--- config.mk ---
export PLATFORM = sky130hd
export DESIGN_NAME = huff_freq_count
export DESIGN_NICKNAME = d
export VERILOG_FILES = /design/src/rtl/huff_freq_count.sv
export SDC_FILE = /design/constraint.sdc
export NUM_CORES = 1
export LEC_CHECK = 0
export ABC_CLOCK_PERIOD_IN_PS = 3260
export CAP_MARGIN = 5
export CORE_ASPECT_RATIO = 1.5
export CORE_MARGIN = 2
export CORE_UTILIZATION = 45
export CTS_BUF_LIST = sky130_fd_sc_hd__clkbuf_4
export DETAILED_ROUTE_END_ITERATION = 10
export PLACE_DENSITY = 0.67
export SLEW_MARGIN = 20
export SYNTH_ARGS = -nofsm -noshare
export SYNTH_HDL_FRONTEND = slang
export SYNTH_SLANG_ARGS = --single-unit
--- constraint.sdc ---
create_clock -name clk -period 3.26 [get_ports clk]
set_input_delay 0.652 -clock clk [delete_from_list [all_inputs] [get_ports clk]]
set_output_delay 0.652 -clock clk [all_outputs]
set_load 0.005 [all_outputs]
--- src/rtl/huff_freq_count.sv ---
`default_nettype none
// +----------------------------------------------------------------------------+
// | Module   : huff_freq_count                                                 |
// | Brief    : Per-symbol saturating counters, 3-bit weight quantizer and      |
// |            8-beat weight burst toward the Huffman tree builder.            |
// | Revision : 1.0 - initial release                                           |
// +----------------------------------------------------------------------------+
module huff_freq_count #(
    parameter int CNT_W   = 6,   // must be >= 3
    parameter int W_SHIFT = 0
) (
    input  logic       clk,
    input  logic       rst,
    input  logic       in_valid,
    input  logic [2:0] in_char,
    input  logic       in_last,
    input  logic       in_mode,
    output logic       in_ready,
    input  logic       ht_ready,
    output logic       out_valid,
    output logic [2:0] out_weight,
    output logic       out_mode
);

    localparam logic [2:0] c_st_idle  = 3'd0;
    localparam logic [2:0] c_st_count = 3'd1;
    localparam logic [2:0] c_st_wait  = 3'd2;
    localparam logic [2:0] c_st_emit  = 3'd3;
    localparam logic [2:0] c_st_gap   = 3'd4;

    localparam logic [CNT_W-1:0] c_cnt_max = '1;
    localparam logic [CNT_W-1:0] c_cnt_one = CNT_W'(1);
    localparam logic [CNT_W-1:0] c_seven   = CNT_W'(7);

    logic [2:0]       r_state;
    logic [2:0]       w_state_nxt;
    logic [2:0]       r_beat;
    logic [2:0]       w_beat_nxt;
    logic [2:0]       w_beat_inc;
    logic [CNT_W-1:0] r_cnt [8];
    logic [2:0]       w_weight [8];
    logic             w_accept;
    logic             w_clear;
    logic             r_out_valid;
    logic [2:0]       r_out_weight;
    logic             r_out_mode;
    logic             w_out_valid_nxt;
    logic [2:0]       w_out_weight_nxt;

    assign in_ready   = (r_state == c_st_idle) || (r_state == c_st_count);
    assign w_accept   = in_valid && in_ready;
    assign w_beat_inc = r_beat + 3'd1;

    assign out_valid  = r_out_valid;
    assign out_weight = r_out_weight;
    assign out_mode   = r_out_mode;

    // Zero-count symbols map to weight 1 so every symbol still owns a leaf.
    generate
        for (genvar gi = 0; gi < 8; gi++) begin : g_weight
            logic [CNT_W-1:0] w_s;
            assign w_s = r_cnt[gi] >> W_SHIFT;
            assign w_weight[gi] = (w_s > c_seven) ? 3'd7 :
                                  (w_s == '0)     ? 3'd1 : w_s[2:0];
        end
    endgenerate

    always_comb begin
        w_state_nxt      = r_state;
        w_beat_nxt       = r_beat;
        w_out_valid_nxt  = 1'b0;
        w_out_weight_nxt = 3'd0;
        w_clear          = 1'b0;
        case (r_state)
            c_st_idle: begin
                if (w_accept) w_state_nxt = in_last ? c_st_wait : c_st_count;
            end
            c_st_count: begin
                if (w_accept && in_last) w_state_nxt = c_st_wait;
            end
            c_st_wait: begin
                if (ht_ready) begin
                    w_state_nxt      = c_st_emit;
                    w_beat_nxt       = 3'd0;
                    w_out_valid_nxt  = 1'b1;
                    w_out_weight_nxt = w_weight[0];
                end
            end
            c_st_emit: begin
                if (r_beat == 3'd7) begin
                    w_state_nxt = c_st_gap;
                    w_beat_nxt  = 3'd0;
                end else begin
                    w_beat_nxt       = w_beat_inc;
                    w_out_valid_nxt  = 1'b1;
                    w_out_weight_nxt = w_weight[w_beat_inc];
                end
            end
            c_st_gap: begin
                w_state_nxt = c_st_idle;
                w_clear     = 1'b1;
            end
            default: w_state_nxt = c_st_idle;
        endcase
    end

    always_ff @(posedge clk or posedge rst) begin
        if (rst) begin
            r_state      <= c_st_idle;
            r_beat       <= 3'd0;
            r_out_valid  <= 1'b0;
            r_out_weight <= 3'd0;
            r_out_mode   <= 1'b0;
        end else begin
            r_state      <= w_state_nxt;
            r_beat       <= w_beat_nxt;
            r_out_valid  <= w_out_valid_nxt;
            r_out_weight <= w_out_weight_nxt;
            if (w_accept && in_last) r_out_mode <= in_mode;
        end
    end

    always_ff @(posedge clk or posedge rst) begin
        if (rst) begin
            for (int i = 0; i < 8; i++) r_cnt[i] <= '0;
        end else begin
            for (int i = 0; i < 8; i++) begin
                if (w_clear) begin
                    r_cnt[i] <= '0;
                end else if (w_accept && (in_char == 3'(i)) && (r_cnt[i] != c_cnt_max)) begin
                    r_cnt[i] <= r_cnt[i] + c_cnt_one;
                end
            end
        end
    end

endmodule
`default_nettype wire

* Word-level counts from Yosys, hierarchy flattened
Cells that the tools add are included.
** Storage, ports and cells
- Register bits :: 59
- Input port bits :: 9
- Output and inout port bits :: 6
- Logic and storage cells :: 147
** Cells by class
- $add $sub $neg :: 9
- Magnitude comparators :: 9
- Equality and inequality tests :: 24
- Mux-type cells :: 51
- Bitwise gates (word level) :: 1
- Reductions and logical operators :: 40
** Operator list (count)
- $mux 6 :: 16
- $mux 3 :: 26
- $add 6x1->6 const B :: 8
- $gt 6x3->1 const B :: 8
- $logic_not 6->1 :: 8
- $ne 6x6->1 const B :: 8
- $eq 3x3->1 const B :: 6
- $logic_and 1x1->1 :: 18
- $reduce_bool 2->1 :: 9
- $eq 3x2->1 const B :: 4
- $pmux 3 s2 :: 2
- $pmux 3 s4 :: 1
- $bmux 3 s3 :: 1
- $eq 3x1->1 const B :: 2
- $logic_not 3->1 :: 2
- $ne 2x2->1 const B :: 3
- $ge 4x4->1 const B :: 1
- $not 3->4 :: 1
- $reduce_and 4->1 :: 1
- $add 3x1->3 const B :: 1
- $mux 1 :: 3
- $mux 2 :: 1
- $ne 2x1->1 const B :: 1
- $pmux 1 s2 :: 1
- other kinds (2) :: 2

* Logic depth before layout (Yosys ltp)
- Word-level depth :: 8
- Mapped depth :: 7
- Depth with buffers taken out :: 7

* Worst setup path before layout
No wires, ideal clock.
- Path type :: input to register
- From :: in in_char[0]
- To :: reg r_cnt, in the netlist g_weight[2].w_s[3]
- Arrival :: 2.132 ns
- Data required time :: 3.182 ns
- Slack :: 1.050 ns
- Cell stages on the path :: 5
- Buffers on the path :: 1
- Cells stage by stage :: or4b_4 buf_6 a311o_4 or3_1 a21oi_1
** On the way
- Word-level cells in the longest chain between the ends :: 4
** Ends and longest elaborated chain
- start, declared :: RTL line 15 : input logic [2:0] in_char,
- $eq 3x2->1 :: RTL line 130 : end else if (w_accept && (in_char == 3'(i)) && (r_cnt[i] != c_cnt_max)) begin
- $logic_and 1x1->1 (2 in a row) :: RTL line 130
- $reduce_bool 2->1 (no source line)
- end signal, assigned by index :: RTL line 131 : r_cnt[i] <= r_cnt[i] + c_cnt_one;
- end, declared :: RTL line 40 : logic [CNT_W-1:0] r_cnt [8];
Every way passes these cells.
A chain may end at the register's enable or synchronous reset.

* Final worst setup path
- From :: in in_valid
- To :: reg r_cnt, in the netlist g_weight[6].w_s[2]
** On the way
- Word-level cells in the longest chain between the ends :: 4
** Ends and longest elaborated chain
- start, declared :: RTL line 14 : input logic in_valid,
- $logic_and 1x1->1 :: RTL line 51 : assign w_accept = in_valid && in_ready;
- $logic_and 1x1->1 (2 in a row) :: RTL line 130
- $reduce_bool 2->1 (no source line)
Every way passes these cells.

==> results <==
- The upper clock frequency limit is 426 MHz.
- The I/O pin count is 15.
- In the synthesized netlist the async set-or-reset flop fraction comes to 100%.
- The post-synth design cell area is around 0.0036 mm².
- On the critical path, the stage with the largest delay is an instance of sky130_fd_sc_hd__or4b_4.
- For this run, design rule violations remaining after detail routing come to 0.
- At the end of the flow, the number of nets in the layout was 434.
- The number of setup buffers added after CTS is 0.
- The internal power of the cells totals 1.72 mW.
- The max-slew violation count is 0.
- Traced cell by cell, the critical path runs through clkdlybuf4s50_1, or4b_4, a211oi_1, nand2_1, xor2_1, nor2_1.
- The critical setup path kind is in2reg.
- The headroom to the max-slew limit is 50.6%.
- At the pin with the least slew margin, the transition time is 0.737 ns.
- After synthesis, the cell types taking the most area are sky130_fd_sc_hd__dfrtp_1 (41%), sky130_fd_sc_hd__ha_1 (9.0%), sky130_fd_sc_hd__nor2_1 (6.1%).
- Of all nets on the critical path, the largest fanout is 8.
- Setup repair after global routing left no endpoint under its margin.
- The combinational power share is ~44%.
- The clock root buffer master is sky130_fd_sc_hd__clkbuf_4.
- The non-filler instance count after layout is 504.
- The setup TNS after final layout is 0 ns.
- The synthesized design devotes to its leading area cell type 41.0% of total area.
- In the final routed layout, each cell accounts on average for 15.2 µm.
- The worst setup path is captured at a flip-flop.
- The overall die height is 114 µm.
- The depth of the CTS H-tree is 3.
- The leading register cell type out of synthesis is sky130_fd_sc_hd__dfrtp_1.
- Global routing used 19.5% of the available tracks across all layers.
- After filler insertion, the fill cell instance count of the layout stands at about 760.
- 0 antenna diodes ended up in the layout.
- The clock insertion delay at the later pin of the skew report is approximately 0.43 ns.
- The clock tree from TritonCTS is yes.
- The register share of total power is 42.6%.
- After layout, the worst path uses 72.0% of the clock period.
- The total power after layout is slightly above 3 mW.
- Net switching is 43.0% of the power.
- Data arrives at the worst endpoint at 2.63 ns.
- The smallest hold slack is roughly 0.49 ns.
- By count the netlist is led by sky130_fd_sc_hd__dfrtp_1 (59), sky130_fd_sc_hd__nor2_1 (58), sky130_fd_sc_hd__ha_1 (26).
- The flow ran to the end, and the final reports show no timing, DRC or antenna violations.
- Of the synthesized area, sequential elements account for 41.0%.
- The first global-routing pass estimated 13.6 mm of wire.
- The number of design-rule violations left by the first detailed-router iteration is 154.
- The number of enable flip-flop cells after synthesis is 0.
- The horizontal die dimension is 77 µm.
- Synthesis produced a netlist whose cell count is 379.
- Clock-pin slew was measured on the worst setup and hold paths at 0.10 ns.
- The number of global-route vias before repair is 2928.
- For the worst setup path, the data required time is between 3 and 4 ns.
- The most numerous cell in the Yosys netlist is sky130_fd_sc_hd__dfrtp_1.
- The longest clock path from root to sink contains 2 buffers.
- Synthesis instantiated 53 different standard cells from the library.
- The number of iterations in the first detailed-routing pass is 4.
- The clock drives 59 sinks.
- The number of vias in the routed layout is about 2800.
- The global placement routability congestion is 0.783.
- Entering global routing, the biggest net connects 40 pins.
- Clock tree synthesis inserted a total of 9 buffers.
- The category of the worst setup path launch point is an input port.
- The number of nets in the synthesized netlist is just over 400.
- In this design, the stage delay of the slowest critical-path cell is 0.58 ns.
- The number of nets with antenna violations after detailed routing is 0.
- Dividing total power by cell area gives a power density of 759 mW/mm².
- The flip-flop and latch count after synthesis is 59.
- Hold repair after CTS inserted 0 buffers.
- The aggregate routed wire length is between 7 and 8 mm.
- The post-detailed-route via-to-cell ratio is 5.55.
- The die footprint is 0.00874 mm².
- The total area inside the core boundary comes to ~0.0077 mm².
- The effective utilization at floorplan is 46.7%.
- Averaged over all synthesized cells, the footprint is 9.49 µm².
- The max-cap violation count is 0.
- The count of endpoints failing hold in the final timing report is 0.
- The initial antenna violation count was 0.
- Clock skew on the completed layout was measured at 0.0134 ns.
- Counting I/O delays and the setup requirement, the final critical path takes 2.35 ns.
- VDD sags by at most 0.000279 V.
- Post-CTS repair changed the size of 0 cells.
- The count of endpoints failing setup in the final report is 0.
- The path type of the worst min-delay path is in2async.
- The cell leakage power is around 1.8 nW.
- The placed wire-length estimate is approximately 5.5 mm.
- The layout-stage area growth over the synthesis result is 10.5%.
- The fraction of final layout cells with drive strength greater than 1 is 8.71%.
- After detailed placement, the design holds a cell count of 490.
- The number of synthesis warnings is 0.
- The share of total power dissipated in the clock network is 13.3%.
- The net load switching power is 1.30 mW.
- Input and output buffers added on the ports amount to 14.
- The floorplan has 39 rows.
- The cell type contributing the most total cell area after synthesis is sky130_fd_sc_hd__dfrtp_1.
- For this run the aggregate overflow at the end of global routing stands at 0.
[metrics by stage]
| step | instance area (µm²) | utilization [%] | setup WS [ns] |
|---|---|---|---|
| global placement | 3890 | 50.4 | 0.492 |
| detailed placement | 3890 | 50.4 | 0.440 |
| CTS | 3980 | 51.6 | 0.896 |
| floorplan | 3600 | - | 1.05 |
| global route | 3980 | 51.6 | 0.738 |
| finish | 3980 | 51.6 | 0.913 |
[per-layer routing]
metal,GRT usage [%],up-vias,wire (µm)
met5,0,-,0
met4,11.5,0,270
met3,3.16,21,173
met2,33.5,37,3860
met1,22.9,1356,3350
li1,-,1383,-
[cell usage in the layout, fill, tap and decap left out, types with 4 or more instances in the layout]
cell                              instances
sky130_fd_sc_hd__dfrtp_1                 59
sky130_fd_sc_hd__nor2_1                  58
sky130_fd_sc_hd__ha_1                    26
sky130_fd_sc_hd__xor2_1                  24
sky130_fd_sc_hd__nand2_1                 22
sky130_fd_sc_hd__inv_1                   21
sky130_fd_sc_hd__a21oi_1                 15
sky130_fd_sc_hd__nand4_1                 14
sky130_fd_sc_hd__clkdlybuf4s50_1         14
sky130_fd_sc_hd__xnor2_1                 13
sky130_fd_sc_hd__and3_1                  11
sky130_fd_sc_hd__a211oi_1                 9
sky130_fd_sc_hd__clkbuf_4                 9
sky130_fd_sc_hd__o21ai_0                  7
sky130_fd_sc_hd__nor2b_1                  7
sky130_fd_sc_hd__buf_4                    7
sky130_fd_sc_hd__nand2b_1                 6
sky130_fd_sc_hd__a311oi_1                 6
sky130_fd_sc_hd__nor3_1                   5
sky130_fd_sc_hd__nand3_1                  4
sky130_fd_sc_hd__o22ai_1                  4
sky130_fd_sc_hd__and3b_1                  4
[sequential cells by signal (all words and copies together) (netlist names)]
signal	flops
out_mode	1
g_weight.w_s	48
out_valid	1
r_beat	3
out_weight	3
r_state	3
[power by group through the flow]
stage / registers [mW] / logic, mW / clock network (mW)
after floorplan: 1.18 / 1.03 / 0
after global placement: 1.29 / 1.30 / 0
after detailed placement: 1.30 / 1.33 / 0
after CTS: 1.29 / 1.34 / 0.415
after global routing: 1.34 / 1.53 / 0.442
final: 1.29 / 1.33 / 0.402
[path summary, 6_finish.rpt]
check | start | to | slack, ns | cells past startpoint
max reg2reg | g_weight[6].w_s[5]$_DFFE_PP0P_ | out_weight[0]$_DFF_PP0_ | 0.97 | 5
max in group asynchronous | rst | g_weight[2].w_s[5]$_DFFE_PP0P_ | 2.12 | 3
min reg2reg | r_beat[1]$_DFFE_PP0P_ | r_beat[1]$_DFFE_PP0P_ | 0.50 | 2
min in group clk | r_beat[1]$_DFFE_PP0P_ | r_beat[1]$_DFFE_PP0P_ | 0.50 | 2
max | in_valid | g_weight[6].w_s[2]$_DFFE_PP0P_ | 0.91 | 6
min | rst | g_weight[7].w_s[2]$_DFFE_PP0P_ | 0.49 | 2
[worst max-delay path: cells and delay by family]
family / cells / cell delay [ns]
buffers and inverters: 1 / 0.53
AND/OR/NAND/NOR: 3 / 0.78
XOR/XNOR: 1 / 0.15
AO/OA/AOI/OAI: 1 / 0.51
[final cells by class]
class / count / area (µm²) / share of cell area, %
sequential: 59 / 1480 / 37.1
inverter: 22 / 82.6 / 2.08
clock buffer: 9 / 67.6 / 1.70
tap: 102 / 128 / 3.21
multi-input combinational: 285 / 1990 / 50.0
clock inverter: 5 / 22.5 / 0.566
timing repair buffer: 22 / 213 / 5.35
[cells by family (layout without fill, tap and decap cells)]
| group | after synthesis | count (layout) | share of synthesized area [%] |
|---|---|---|---|
| XOR/XNOR | 37 | 37 | 9.01 |
| AO/OA/AOI/OAI | 61 | 61 | 12.9 |
| AND/OR/NAND/NOR | 158 | 158 | 23.3 |
| multiplexers | 3 | 3 | 0.870 |
| buffers and inverters | 35 | 58 | 3.86 |
| flip-flops | 59 | 59 | 41.0 |
| adder cells (fa/ha/maj) | 26 | 26 | 9.04 |
Note: power is estimated with default switching activity, not from simulation.
